===== config.mk =====
export PLATFORM = sky130hd
export DESIGN_NAME = mp_fifo_flat
export DESIGN_NICKNAME = d
export VERILOG_FILES = /design/src/rtl/mp_fifo_pkg.sv /design/src/rtl/mp_fifo_if.sv /design/src/rtl/prefix_count.sv /design/src/rtl/mp_fifo.sv /design/src/flat_wrapper.sv
export SDC_FILE = /design/constraint.sdc
export NUM_CORES = 1
export LEC_CHECK = 0
export BUFFER_PORTS_ARGS = -buffer_cell sky130_fd_sc_hd__buf_2
export CORE_MARGIN = 4
export CORE_UTILIZATION = 50
export DETAILED_ROUTE_END_ITERATION = 10
export GPL_TIMING_DRIVEN = 0
export HOLD_SLACK_MARGIN = 0.02
export PLACE_DENSITY = 0.75
export SYNTH_ARGS = -nofsm -noshare
export SYNTH_HDL_FRONTEND = slang
export SYNTH_SLANG_ARGS = --single-unit

===== constraint.sdc =====
create_clock -name clk -period 8.1 [get_ports clk]
set_clock_uncertainty 0.2 [all_clocks]
set_input_delay 0 -clock clk [delete_from_list [all_inputs] [get_ports clk]]
set_output_delay 0 -clock clk [all_outputs]
set_load 0.02 [all_outputs]

===== src/rtl/mp_fifo_pkg.sv =====
// Shared helpers for the multi-port FIFO slice: width arithmetic for lane counts.
package mp_fifo_pkg;

  // Bits needed to hold a leading-ones count of 0..n over an n-lane vector.
  function automatic int unsigned lane_cnt_width(input int unsigned n);
    return $clog2(n + 1);
  endfunction

endpackage


===== src/rtl/mp_fifo_if.sv =====
// Enqueue/dequeue handshake bundle for mp_fifo; master drives requests, slave is the FIFO.
interface mp_fifo_if
  import mp_fifo_pkg::*;
#(
  parameter int unsigned N_ENTRIES   = 8,
  parameter int unsigned ENTRY_WIDTH = 32,
  parameter int unsigned N_ENQ       = 2,
  parameter int unsigned N_DEQ       = 2
);
  localparam int unsigned CNT_WIDTH = $clog2(N_ENTRIES) + 1;

  logic [N_ENQ-1:0]                  enq_valid;
  logic [N_ENQ-1:0]                  enq_ready;
  logic [N_ENQ-1:0][ENTRY_WIDTH-1:0] enq_data;
  logic [N_DEQ-1:0]                  deq_ready;
  logic [N_DEQ-1:0]                  deq_valid;
  logic [N_DEQ-1:0][ENTRY_WIDTH-1:0] deq_data;
  logic [CNT_WIDTH-1:0]              count;

  modport master (
    output enq_valid, enq_data, deq_ready,
    input  enq_ready, deq_valid, deq_data, count
  );

  modport slave (
    input  enq_valid, enq_data, deq_ready,
    output enq_ready, deq_valid, deq_data, count
  );

endinterface


===== src/rtl/prefix_count.sv =====
// Counts the unbroken run of ones starting at bit 0 of bits_i.
module prefix_count
  import mp_fifo_pkg::*;
#(
  parameter int unsigned N = 2,
  localparam int unsigned CW = lane_cnt_width(N)
) (
  input  logic [N-1:0]  bits_i,
  output logic [CW-1:0] count_o
);

  // Stop counting at the first zero; later ones are ignored.
  always_comb begin
    logic run;
    run     = 1'b1;
    count_o = '0;
    for (int unsigned i = 0; i < N; i++) begin
      run = run & bits_i[i];
      if (run) count_o = count_o + CW'(1);
    end
  end

endmodule


===== src/rtl/mp_fifo.sv =====
// Multi-port FIFO: N_ENQ writes and N_DEQ reads per cycle, wrap-around counters,
// all outputs derived from registered state only.
module mp_fifo
  import mp_fifo_pkg::*;
#(
  parameter int unsigned N_ENTRIES   = 8,
  parameter int unsigned ENTRY_WIDTH = 32,
  parameter int unsigned N_ENQ       = 2,
  parameter int unsigned N_DEQ       = 2
) (
  input  logic     clk,
  input  logic     rst_aL,
  input  logic     flush,
  mp_fifo_if.slave bus
);
  localparam int unsigned PTR_WIDTH = $clog2(N_ENTRIES);
  localparam int unsigned CNT_WIDTH = PTR_WIDTH + 1;
  localparam int unsigned ENQ_CW    = lane_cnt_width(N_ENQ);
  localparam int unsigned DEQ_CW    = lane_cnt_width(N_DEQ);

  logic [CNT_WIDTH-1:0] enq_ctr_q, enq_ctr_d;
  logic [CNT_WIDTH-1:0] deq_ctr_q, deq_ctr_d;
  logic [CNT_WIDTH-1:0] count, free;
  logic [PTR_WIDTH-1:0] enq_ptr, deq_ptr;

  logic [N_ENTRIES-1:0][ENTRY_WIDTH-1:0] mem_q;
  logic [N_ENTRIES-1:0][ENTRY_WIDTH-1:0] mem_wdata;
  logic [N_ENTRIES-1:0]                  mem_we;

  logic [N_ENQ-1:0]                  enq_ready, enq_fire;
  logic [N_DEQ-1:0]                  deq_valid, deq_fire;
  logic [N_DEQ-1:0][ENTRY_WIDTH-1:0] deq_data;
  logic [ENQ_CW-1:0]                 n_enq;
  logic [DEQ_CW-1:0]                 n_deq;

  assign count   = enq_ctr_q - deq_ctr_q;
  assign free    = CNT_WIDTH'(N_ENTRIES) - count;
  assign enq_ptr = enq_ctr_q[PTR_WIDTH-1:0];
  assign deq_ptr = deq_ctr_q[PTR_WIDTH-1:0];

  // Per-lane grant/availability and read-port data from registered occupancy.
  always_comb begin
    logic [PTR_WIDTH-1:0] rd_slot;
    rd_slot = '0;
    for (int unsigned i = 0; i < N_ENQ; i++) begin
      enq_ready[i] = free > CNT_WIDTH'(i);
    end
    for (int unsigned j = 0; j < N_DEQ; j++) begin
      rd_slot     = deq_ptr + PTR_WIDTH'(j);
      deq_valid[j] = count > CNT_WIDTH'(j);
      deq_data[j]  = mem_q[rd_slot];
    end
  end

  assign enq_fire = bus.enq_valid & enq_ready;
  assign deq_fire = bus.deq_ready & deq_valid;

  prefix_count #(.N(N_ENQ)) u_enq_prefix (.bits_i(enq_fire), .count_o(n_enq));
  prefix_count #(.N(N_DEQ)) u_deq_prefix (.bits_i(deq_fire), .count_o(n_deq));

  // Route each accepted lane to its slot; lanes map to distinct slots, wrapping at N_ENTRIES.
  always_comb begin
    logic [PTR_WIDTH-1:0] wr_slot;
    wr_slot   = '0;
    mem_we    = '0;
    mem_wdata = '0;
    for (int unsigned i = 0; i < N_ENQ; i++) begin
      wr_slot = enq_ptr + PTR_WIDTH'(i);
      if (i < 32'(n_enq)) begin
        mem_we[wr_slot]    = 1'b1;
        mem_wdata[wr_slot] = bus.enq_data[i];
      end
    end
  end

  assign enq_ctr_d = enq_ctr_q + CNT_WIDTH'(n_enq);
  assign deq_ctr_d = deq_ctr_q + CNT_WIDTH'(n_deq);

  // Counters: reset beats flush, flush discards the cycle's traffic.
  always_ff @(posedge clk) begin
    if (!rst_aL) begin
      enq_ctr_q <= '0;
      deq_ctr_q <= '0;
    end else if (flush) begin
      enq_ctr_q <= '0;
      deq_ctr_q <= '0;
    end else begin
      enq_ctr_q <= enq_ctr_d;
      deq_ctr_q <= deq_ctr_d;
    end
  end

  // Per-entry storage registers; contents are not cleared by reset or flush.
  always_ff @(posedge clk) begin
    for (int unsigned e = 0; e < N_ENTRIES; e++) begin
      if (rst_aL && !flush && mem_we[e]) mem_q[e] <= mem_wdata[e];
    end
  end

  assign bus.enq_ready = enq_ready;
  assign bus.deq_valid = deq_valid;
  assign bus.deq_data  = deq_data;
  assign bus.count     = count;

endmodule


===== src/flat_wrapper.sv =====
// flat-port wrapper written by rule: the top's interface ports become plain ports
module mp_fifo_flat import mp_fifo_pkg::*;
#(
  parameter int unsigned N_ENTRIES   = 8,
  parameter int unsigned ENTRY_WIDTH = 32,
  parameter int unsigned N_ENQ       = 2,
  parameter int unsigned N_DEQ       = 2
)
  (clk, rst_aL, flush, bus_enq_valid, bus_enq_data, bus_deq_ready, bus_enq_ready, bus_deq_valid, bus_deq_data, bus_count);
  mp_fifo_if #(.N_ENTRIES(N_ENTRIES), .ENTRY_WIDTH(ENTRY_WIDTH), .N_ENQ(N_ENQ), .N_DEQ(N_DEQ)) bus_i ();
  input  logic clk;
  input  logic rst_aL;
  input  logic flush;
  input wire logic [$bits(bus_i.enq_valid)-1:0] bus_enq_valid;
  input wire logic [$bits(bus_i.enq_data)-1:0] bus_enq_data;
  input wire logic [$bits(bus_i.deq_ready)-1:0] bus_deq_ready;
  output wire logic [$bits(bus_i.enq_ready)-1:0] bus_enq_ready;
  output wire logic [$bits(bus_i.deq_valid)-1:0] bus_deq_valid;
  output wire logic [$bits(bus_i.deq_data)-1:0] bus_deq_data;
  output wire logic [$bits(bus_i.count)-1:0] bus_count;
  assign bus_i.enq_valid = bus_enq_valid;
  assign bus_i.enq_data = bus_enq_data;
  assign bus_i.deq_ready = bus_deq_ready;
  assign bus_enq_ready = bus_i.enq_ready;
  assign bus_deq_valid = bus_i.deq_valid;
  assign bus_deq_data = bus_i.deq_data;
  assign bus_count = bus_i.count;
  mp_fifo #(.N_ENTRIES(N_ENTRIES), .ENTRY_WIDTH(ENTRY_WIDTH), .N_ENQ(N_ENQ), .N_DEQ(N_DEQ)) u_core (.clk(clk), .rst_aL(rst_aL), .flush(flush), .bus(bus_i));
endmodule

==> results of run 1 <==
[how the worst min path moves through the flow]
stage               cells after the start  slack [ns]                   to             start
detailed placement                      4        0.30  u_core.enq_ctr_q[1]  bus_enq_valid[1]
global route                            3        0.14    u_core.mem_q[252]             flush
finish                                  6        0.06  u_core.enq_ctr_q[0]  bus_enq_valid[0]
global placement                        4        0.29  u_core.enq_ctr_q[1]  bus_enq_valid[1]
floorplan                               3        0.11  u_core.enq_ctr_q[1]  bus_enq_valid[1]
CTS                                     6        0.07  u_core.enq_ctr_q[0]  bus_enq_valid[0]
[layer usage]
metal | wire [um] | vias up | share of wire [%]
met5 | 12 | - | 0.024
met4 | 2500 | 2 | 5.0
li1 | - | 4726 | -
met2 | 23900 | 950 | 48
met1 | 17700 | 5742 | 35
met3 | 5910 | 181 | 12
[cell type report]
| type | count | area (um^2) | area share, % |
|---|---|---|---|
| clock inverters | 22 | 259 | 1.39 |
| multi-input cells | 609 | 6770 | 36.4 |
| diodes | 1 | 2.50 | 0.0134 |
| inverters | 15 | 58.8 | 0.316 |
| flip-flops and latches | 264 | 7850 | 42.2 |
| repair buffers | 190 | 1600 | 8.62 |
| clock buffers | 28 | 679 | 3.65 |
| plain buffers | 156 | 892 | 4.79 |
| well taps | 396 | 495 | 2.66 |
[where the power goes]
group	leakage (uW)	internal, uW	total (uW)	switching, uW
Combinational	0.00351	324	785	461
Clock	0.000446	774	1330	556
Sequential	0.00229	1510	1530	11.6
[cells by family (layout without fill, tap and decap cells)]
kind of cell	count (synthesis)	count (layout)	synth area share [%]
buffers and inverters	171	411	6.10
DFF	264	264	50.4
adders and majority gates	12	12	1.11
muxes	161	161	20.9
and+or+nand+nor	135	135	3.71
other	0	1	0
AOI/OAI and AO/OA	291	291	17.2
xor gates and xnor gates	10	10	0.563
[cell usage in the layout (no fill, tap or decap), types with 6 or more instances in the layout]
master         count
nand3_1            6
buf_2             98
dlygate4sd3_1    105
buf_1             71
buf_6             33
a21oi_4            8
edfxtp_1         256
o21ba_2            8
ha_1               9
mux2_2            32
nand2_1          105
dfxtp_1            8
nor2_1            11
mux4_2           128
clkbuf_1          26
inv_1             11
a22o_1           256
clkbuf_16         27
buf_12             8
[timing repair]
item / in CTS / in global routing
gates resized for setup: 0 / 0
endpoints found under the setup margin: 0 / 0
hold endpoints to repair: 263 / 0
hold buffers: 105 / 0
[metrics by stage]
step / setup WS, ns / cells
global route: 2.19 / 1681
CTS: 2.56 / 1680
global placement: 1.75 / 1517
finish: 2.48 / 1681
floorplan: 3.86 / 1044
detailed placement: 2.70 / 1525
[flip-flops by register name, indices dropped and copies added, names as in the netlist]
register,flops
u_core.mem_q,256
u_core.deq_ctr_q,4
u_core.enq_ctr_q,4
[worst reg2reg max path, stage by stage (launching register included)]
cell,delay (ns)
dfxtp_1,0.31
clkbuf_1,0.42
clkinv_1,0.45
clkbuf_1,0.50
ha_1,0.54
xor2_1,0.34
inv_2,0.11
nor3_4,0.30
buf_4,0.30
a221oi_1,0.11
dlygate4sd3_1,0.58
ha_1,0.22
fa_1,0.52
inv_1,0.04
nor2_1,0.08
dlygate4sd3_1,0.56
==> summary.md, run 1 <==
| Metric | Value |
|---|---|
| Status | `finished, final reports clean` |
| Largest net degree at the start of global routing | `25` |
| Post-route minimum period | `5.62 ns` |
| Wire per inst | `29.7 um` |
| Vias in the first global route | `11900` |
| Vias per inst | `6.90` |
| Capture point of the worst reg-to-reg path | `u_core.deq_ctr_q[1]` |
| Area growth syn-to-layout | `19.5%` |
| Top cells by area, synth | `edfxtp_1, mux4_2, a22o_1, nand2_1, buf_6` |
| Layout cells sized above 1 | `30.0%` |
| Worst Max-Slew Pin Slew | `1.21 ns` |
| Met3 Use GR | `6.37%` |
| RSZ-0062 raised after global routing | `no` |
| Worst Hold Class | `in2reg` |
| Number of post-CTS setup repair buffers | `0` |
| Worst r2r src | `u_core.deq_ctr_q[2]` |
| Crit path capture | `u_core.deq_ctr_q[1]` |
| Initial antenna violation count | `2` |
| FMAX | `178 MHz` |
| Top Ports | `143` |
| Mean post-synth cell area | `14.9 um^2` |
| Setup TNS | `0 ns` |
| Reg2Reg Depth | `15` |
| Max Cap Viol | `0` |
| Clock slew at reported path FFs | `0.06 ns` |
| Slew HR | `19.3%` |
| Wirelength, routed | `50000 um` |
| Share of flip-flops with an asynchronous set or reset | `0%` |
| Peak VDD IR | `0.140 mV` |
| Data required, critical path | `8.39 ns` |
| Gr usage total | `29.0%` |
| Clk sinks | `264` |
| Number of port buffers | `77` |
| Final hold vios | `0` |
| Crit path depth | `15` |
| Worst-path maximum fanout | `10` |
| Max H-tree Level | `1` |
| Met1 usage | `37.0%` |
| Layout fillers | `2299` |
| Congestion Overflow GR | `0` |
| Critical Path AT | `5.92 ns` |
| Synthesized area | `0.0156 mm^2` |
| Seq cells post-synth | `264` |
| CTS Buf Count | `27` |
| Commonest cells post-synth | `a22o_1, edfxtp_1, mux4_2` |
| Yosys top cell area share | `49.4%` |
| Clk_lat worst skew | `0.55 ns` |
| Post-route core utilization | `60.7%` |
| Area after DPL | `0.0166 mm^2` |
| Slew Viols, Final | `0` |
| Crit start category | `flip-flop` |
| Worst setup startpoint | `u_core.deq_ctr_q[2]` |
| Synthesized instance count | `1044` |
| Final non-filler cell area | `0.0186 mm^2` |
| Die Height | `184 um` |
| Area of the core | `0.0307 mm^2` |
| DRT antenna net count | `0` |
| Final setup violation count | `0` |
| Total Die Area | `0.0340 mm^2` |
| 1st-pass router iterations | `5` |
| Max incr delay on CP | `0.58 ns` |
| Row count | `64` |
| CP Buf/Inv Count | `8` |
| Clk root buf | `clkbuf_16` |
| Period utilisation layout | `69.4%` |
| Unique masters post-synth | `45` |
| FF-to-FF setup slack | `2.48 ns` |
| Area leader, netlist | `edfxtp_1` |
| Total chip power | `3640 uW` |
| M2 GR Usage | `47.8%` |
| Ys Warns | `0` |
| Max Buffers Root-to-Sink | `3` |
| Initial DRC count | `1685` |
| Post-synth EDFFs | `256` |
| Leak pwr | `0.00625 uW` |
| Top FF cell, synth | `edfxtp_1` |
| Setup Crit Path Kind | `reg2reg` |
| Die width | `184 um` |
| Hold_ws | `0.0631 ns` |
| Worst Setup End Kind | `flip-flop` |
| DRC | `0` |
| Starting density of the core | `50.8%` |
| Busiest grt layer | `met2` |
| Placer Congestion | `0.855` |
| Critical Path Slowest Stage Cell | `dlygate4sd3_1` |
| Cell Chain, Critical Path | `clkbuf_1, clkinv_1, clkbuf_1, ha_1, xor2_1, inv_2, nor3_4, buf_4, a221oi_1, dlygate4sd3_1, ha_1, fa_1, inv_1, nor2_1, dlygate4sd3_1` |
| First-pass GRT wire length | `73400 um` |
| Pwr Density | `196 mW/mm^2` |
| Detail Placement HPWL | `31600 um` |
| CTS tree | `done` |
| Sequential fraction of the synthesis area | `50.4%` |
| Synth Net Count | `1127` |
| Crit path max-delay family | `buffers and inverters` |
| Via count | `11600` |
| # nets final | `1346` |
Power figures use the tool's default switching activity.
==> inputs of run 2 (changes only) <==
Settings changed: PLACE_DENSITY 0.75 to 0.78.
Clock period 8.1 ns to 4.84 ns, I/O delays scaled along.
==> run 2 against run 1 <==
Against the previous run: sequential power increased by 67%; count of clock-buffer cells in the layout increased by 3; wire length increased by 0.94%; utilization increased by 0.10 points; register-to-register slack got worse by 2.4 ns; sequential share of layout area decreased by 0.071 points.
==> summary.md, run 2 (synthesis results as in run 1) <==
| Metric | Value |
|---|---|
| Worst Max-Slew Pin Slew | `1.18 ns (-0.0241 ns)` |
| Final setup violation count | `0 (unchanged)` |
| First-pass GRT wire length | `73400 um (about the same)` |
| Reg2Reg Depth | `12 (-3)` |
| Wirelength, routed | `50500 um (+0.94%)` |
| CTS tree | `done` |
| Most frequent cells in the layout | `a22o_1, edfxtp_1, mux4_2` |
| Top reg by flops | `u_core.mem_q` |
| DRT antenna net count | `0 (unchanged)` |
| Starting density of the core | `50.8% (unchanged)` |
| Max Cap Viol | `0 (unchanged)` |
| FMAX | `209 MHz (+18%)` |
| Biggest regs | `u_core.mem_q: 256 flops, u_core.deq_ctr_q: 4 flops, u_core.enq_ctr_q: 4 flops` |
| Critical Path AT | `4.82 ns (-1.10 ns)` |
| Setup Crit Path Kind | `reg2reg` |
| Pwr Density | `326 mW/mm^2 (+67%)` |
| Die width | `184 um (unchanged)` |
| Initial DRC count | `1633 (-3.1%)` |
| Clk root buf | `clkbuf_16` |
| Max reg flops | `256 (unchanged)` |
| Vias per inst | `6.99 (+1.3%)` |
| Congestion Overflow GR | `0 (unchanged)` |
| Die Height | `184 um (unchanged)` |
| Dpl cells | `1525 (unchanged)` |
| Slew HR | `21.1% (+1.8 points)` |
| Top Ports | `143 (unchanged)` |
| Total chip power | `6080 uW (+67%)` |
| Data required, critical path | `4.88 ns (-3.51 ns)` |
| Post-route minimum period | `4.78 ns (-0.840 ns)` |
| Final hold vios | `0 (unchanged)` |
| Non-filler cells, final | `1678 (-0.18%)` |
| Area growth syn-to-layout | `19.7%` |
| Layout cells sized above 1 | `30.1% (+0.070 points)` |
| Placer Congestion | `0.854 (about the same)` |
| DRC | `0 (unchanged)` |
| Worst Setup End Kind | `flip-flop` |
| CTS Buf Count | `27 (unchanged)` |
| Slew Viols, Final | `0 (unchanged)` |
| Total Die Area | `0.0340 mm^2 (unchanged)` |
| 1st-pass router iterations | `6 (+1)` |
| Crit start category | `flip-flop` |
| Hold depth | `4 (-2)` |
| Initial antenna violation count | `1 (-1)` |
| Peak VDD IR | `0.255 mV (+82%)` |
| Clk_lat worst skew | `0.54 ns (about the same)` |
| Number of port buffers | `77 (unchanged)` |
| Worst Hold Class | `in2reg` |
| Largest net degree at the start of global routing | `21 (-16%)` |
| Leak pwr | `0.00625 uW (about the same)` |
| Clk sinks | `264 (unchanged)` |
| Row count | `64 (unchanged)` |
| Status | `finished, final reports clean` |
| Max Buffers Root-to-Sink | `3 (unchanged)` |
| Gr usage total | `29.1% (+0.082 points)` |
| Wire per inst | `30.1 um (+1.1%)` |
| Clock slew at reported path FFs | `0.07 ns (about the same)` |
| Vias in the first global route | `11800 (-0.95%)` |
| Area of the core | `0.0307 mm^2 (unchanged)` |
| Detail Placement HPWL | `31700 um (+0.34%)` |
| Worst-path maximum fanout | `20 (+10)` |
| Max H-tree Level | `1 (unchanged)` |
| Period utilisation layout | `98.8% (+29 points)` |
| Via count | `11700 (+1.1%)` |
| # nets final | `1343 (-0.22%)` |
[run 2: cell types whose count changed in the layout (fill, tap and decap cells not counted), sizes merged]
cell         previous run  this run
dlygate4sd3           105        99
clkinvlp                5         1
buf                   215       218
clkbuf                 54        57
clkinv                 12        13
[run 2: area by class of cell]
type / count / area [um^2]
Clock buffer: 31 / 691
Inverter: 15 / 62.6
Buffer: 155 / 893
Fill cell: 2249 / 12000
Clock inverter: 19 / 219
Antenna cell: 1 / 2.50
Tap cell: 396 / 495
Multi-Input combinational cell: 609 / 6840
Sequential cell: 264 / 7850
Timing Repair Buffer: 188 / 1590
[run 2: stage by stage]
step | hold WS (ns) | util, % | setup TNS, ns | setup slack [ns] | cell area, um^2
final | 0.0636 | 60.8 | 0 | 0.0562 | 18600
after global routing | 0.105 | 60.8 | -0.00235 | -0.00235 | 18600
after CTS | 0.0499 | 60.7 | 0 | 0.0000946 | 18600
after detailed placement | 0.289 | 54.2 | -68.00 | -0.530 | 16600
after global placement | 0.289 | 53.6 | -303.85 | -1.39 | 16400
after floorplan | 0.113 | - | 0 | 0.605 | 15600
[run 2: path summary, 6_finish.rpt]
| kind | from | endpoint | slack (ns) |
|---|---|---|---|
| worst max-delay path | u_core.deq_ctr_q[2] | u_core.mem_q[118] | 0.06 |
| worst min-delay path | flush | u_core.deq_ctr_q[0] | 0.06 |
| worst max register to register | u_core.deq_ctr_q[2] | u_core.mem_q[118] | 0.06 |
| worst min register to register | u_core.deq_ctr_q[3] | u_core.deq_ctr_q[3] | 0.38 |
[run 2: report_power, final]
group / internal, uW / total, uW / leakage, uW / switching (uW)
combinational: 549 / 1340 / 0.00351 / 787
clock: 1290 / 2200 / 0.000447 / 908
sequential: 2530 / 2550 / 0.00229 / 19.8
[run 2: timing repair]
action | 4_1_cts | 5_1_grt
setup buffers | 4 | 0
endpoints found under the setup margin | 256 | 182
hold buffers | 99 | 0
endpoints found under the hold margin | 264 | 0
pin swaps | 2 | 0
gates resized for setup | 11 | 3
[run 2: worst max-delay path, cell delays in order, from the launching register on]
cell and delay [ns]:
dfxtp_1 0.63, clkinvlp_4 0.38, clkbuf_2 0.39, ha_1 0.45, a21oi_1 0.24, nand3_2 0.15
nand2_4 0.16, inv_4 0.06, buf_12 0.15, a211oi_2 0.55, buf_2 0.42, o21ba_4 0.40
buf_12 0.26
[run 2: layer usage]
metal / global-route usage (%) / wire length [um] / vias up / share of wire, %
met5: 0 / 0 / - / 0
met4: 14.7 / 2860 / 0 / 5.7
met3: 7.10 / 6590 / 219 / 13
met1: 37.1 / 17100 / 5717 / 34
met2: 46.9 / 23900 / 1067 / 47
li1: - / - / 4725 / -
==> inputs of run 3 (changes only) <==
Settings changed: PLACE_DENSITY 0.78 to 0.75.
Clock period 4.84 ns to 5.6 ns, I/O delays scaled along.
==> run 3 against run 2 <==
Against the previous run: total power down 13%; clock power down 13%; non-clock buffer count up 2; global-route usage down 0.082 points; setup slack better by 0.28 ns; sequential power down 13%; first-iteration DRC count down 2.3%; hold slack worse by 0.0014 ns; flip-flop and latch count unchanged; sequential share of layout area up 0.065 points; highest routed layer is now met5; via count down 1.3%; fmax down 9.1%.
==> summary.md, run 3 (synthesis results as in run 1) <==
| Metric | Value |
|---|---|
| Status | `finished, final reports clean` |
| Biggest regs | `u_core.mem_q: 256 flops, u_core.deq_ctr_q: 4 flops, u_core.enq_ctr_q: 4 flops` |
| Wire per inst | `29.7 um (-1.3%)` |
| CTS tree | `done` |
| Area of the core | `0.0307 mm^2 (unchanged)` |
| DRT antenna net count | `0 (unchanged)` |
| Setup Crit Path Kind | `reg2reg` |
| Final setup violation count | `0 (unchanged)` |
| FMAX | `190 MHz (-9.1%)` |
| Congestion Overflow GR | `0 (unchanged)` |
| Gr usage total | `29.0% (-0.082 points)` |
| Critical Path Slowest Stage Cell | `dfxtp_1` |
| RSZ-0062 raised after global routing | `no` |
| Via count | `11600 (-1.3%)` |
| Vias in the first global route | `11900 (+0.96%)` |
| Hold_ws | `0.0622 ns (-0.00137 ns)` |
| Clk_lat worst skew | `0.55 ns (about the same)` |
| Placer Congestion | `0.855 (about the same)` |
| Worst Setup End Kind | `flip-flop` |
| Critical Path AT | `5.56 ns (+0.74 ns)` |
| Clock slew at reported path FFs | `0.06 ns (about the same)` |
| Post-route minimum period | `5.26 ns (+0.478 ns)` |
| # nets final | `1345 (+0.15%)` |
| Data required, critical path | `5.90 ns (+1.02 ns)` |
| Clk root buf | `clkbuf_16` |
| Final setup margin | `0.339 ns (+0.282 ns)` |
| CTS Buf Count | `27 (unchanged)` |
| Leak pwr | `0.00625 uW (about the same)` |
| Multi-input gate area | `0.00677 mm^2 (-1.0%)` |
| Max reg flops | `256 (unchanged)` |
| Worst-path maximum fanout | `10 (-50%)` |
| FF+latch area | `0.00785 mm^2 (unchanged)` |
| Max H-tree Level | `1 (unchanged)` |
| Max Buffers Root-to-Sink | `3 (unchanged)` |
| Layout fillers | `2295 (+2.0%)` |
| Initial antenna violation count | `2 (+1)` |
| Die Height | `184 um (unchanged)` |
| Number of port buffers | `77 (unchanged)` |
| Slew HR | `16.0% (-5.0 points)` |
| Period utilisation layout | `94.0% (-4.9 points)` |
| Pwr Density | `283 mW/mm^2 (-13%)` |
| Starting density of the core | `50.8% (unchanged)` |
| DRC | `0 (unchanged)` |
| Non-filler cells, final | `1680 (+0.12%)` |
| Pre-CTS WS | `0.197 ns (+0.727 ns)` |
| Worst setup startpoint | `u_core.deq_ctr_q[2]` |
| 1st-pass router iterations | `5 (-1)` |
| Area after DPL | `0.0166 mm^2 (about the same)` |
| Area growth syn-to-layout | `19.6%` |
| Slew Viols, Final | `0 (unchanged)` |
| Total chip power | `5260 uW (-13%)` |
| Largest net degree at the start of global routing | `25 (+19%)` |
| Dpl cells | `1525 (unchanged)` |
| Final hold vios | `0 (unchanged)` |
| Worst Max-Slew Pin Slew | `1.26 ns (+0.0732 ns)` |
| Row count | `64 (unchanged)` |
| Max Cap Viol | `0 (unchanged)` |
| Top reg by flops | `u_core.mem_q` |
| Most frequent cells in the layout | `a22o_1, edfxtp_1, mux4_2` |
| Wirelength, routed | `49900 um (-1.1%)` |
| Crit start category | `flip-flop` |
| Number of post-CTS setup repair buffers | `0 (-4)` |
| Total Die Area | `0.0340 mm^2 (unchanged)` |
| Max incr delay on CP | `0.62 ns (about the same)` |
| Initial DRC count | `1596 (-2.3%)` |
| Top Ports | `143 (unchanged)` |
| Worst Hold Class | `in2reg` |
| Hold Startpoint | `bus_enq_valid[0]` |
| Die width | `184 um (unchanged)` |
| Detail Placement HPWL | `31600 um (-0.34%)` |
| FF-to-FF setup slack | `0.34 ns (+0.28 ns)` |
| Layout cells sized above 1 | `30.2% (+0.19 points)` |
| Peak VDD IR | `0.203 mV (-21%)` |
| Cell Chain, Critical Path | `clkinvlp_4, clkbuf_2, ha_1, xor2_1, inv_2, nor3_4, buf_4, a221oi_1, dlygate4sd3_1, ha_1, fa_1, inv_1, nor2_1, dlygate4sd3_1` |
| Vias per inst | `6.89 (-1.4%)` |
| Worst r2r src | `u_core.deq_ctr_q[2]` |
| Clk sinks | `264 (unchanged)` |
| Final non-filler cell area | `0.0186 mm^2 (-0.15%)` |
| First-pass GRT wire length | `73400 um (about the same)` |
==> run 3: cell count changes in the layout (fill, tap and decap cells not counted), sizes merged <==
cell,before,now
clkbuf,57,53
dlygate4sd3,99,105
clkinv,13,11
buf,218,215
clkinvlp,1,6
==> run 3: repair_timing <==
item / 4_1_cts / 5_1_grt
hold endpoints to repair: 263 / 0
gates resized for setup: 0 / 7
endpoints found under the setup margin: 0 / 36
hold buffers: 105 / 0
==> run 3: area by class of cell <==
type                       instances  area share, %
clock inverter                    22           1.39
sequential                       264           42.2
tap                              396           2.66
clock buffer                      28           3.65
timing repair buffer             190           8.62
multi-input combinational        609           36.4
buffer                           155           4.79
inverter                          15          0.336
antenna                            1         0.0134
==> run 3: layer usage <==
layer  GRT usage, %  wire length, um
met2           47.8            23800
met3           6.37             5690
met5              0               12
met1           37.0            17800
met4           13.6             2600
==> run 3: report_power, final <==
| part | internal [uW] | switching, uW | total [uW] |
|---|---|---|---|
| Clock | 1120 | 803 | 1920 |
| Combinational | 469 | 669 | 1140 |
| Sequential | 2190 | 16.7 | 2210 |
| Total | 3780 | 1490 | 5260 |
==> run 3: critical path: cells and delay by family, from the launching register on <==
family / cells / cell delay, ns
flops: 1 / 0.62
buf+inv: 7 / 2.33
compound gates: 1 / 0.11
simple gates: 2 / 0.38
xor+xnor: 1 / 0.34
fa+ha+maj: 3 / 1.21
==> run 3: through the flow <==
step / TNS [ns] / util [%]
global placement: -125.10 / 53.6
global route: 0 / 60.7
CTS: 0 / 60.7
finish: 0 / 60.7
detailed placement: 0 / 54.2
floorplan: 0 / -
==> run 3: worst paths after layout <==
check                                            to  cells past startpoint
worst max-delay path            u_core.deq_ctr_q[1]                     14
worst max register to register  u_core.deq_ctr_q[1]                     14
worst min register to register  u_core.deq_ctr_q[3]                      2
worst min-delay path            u_core.enq_ctr_q[0]                      6
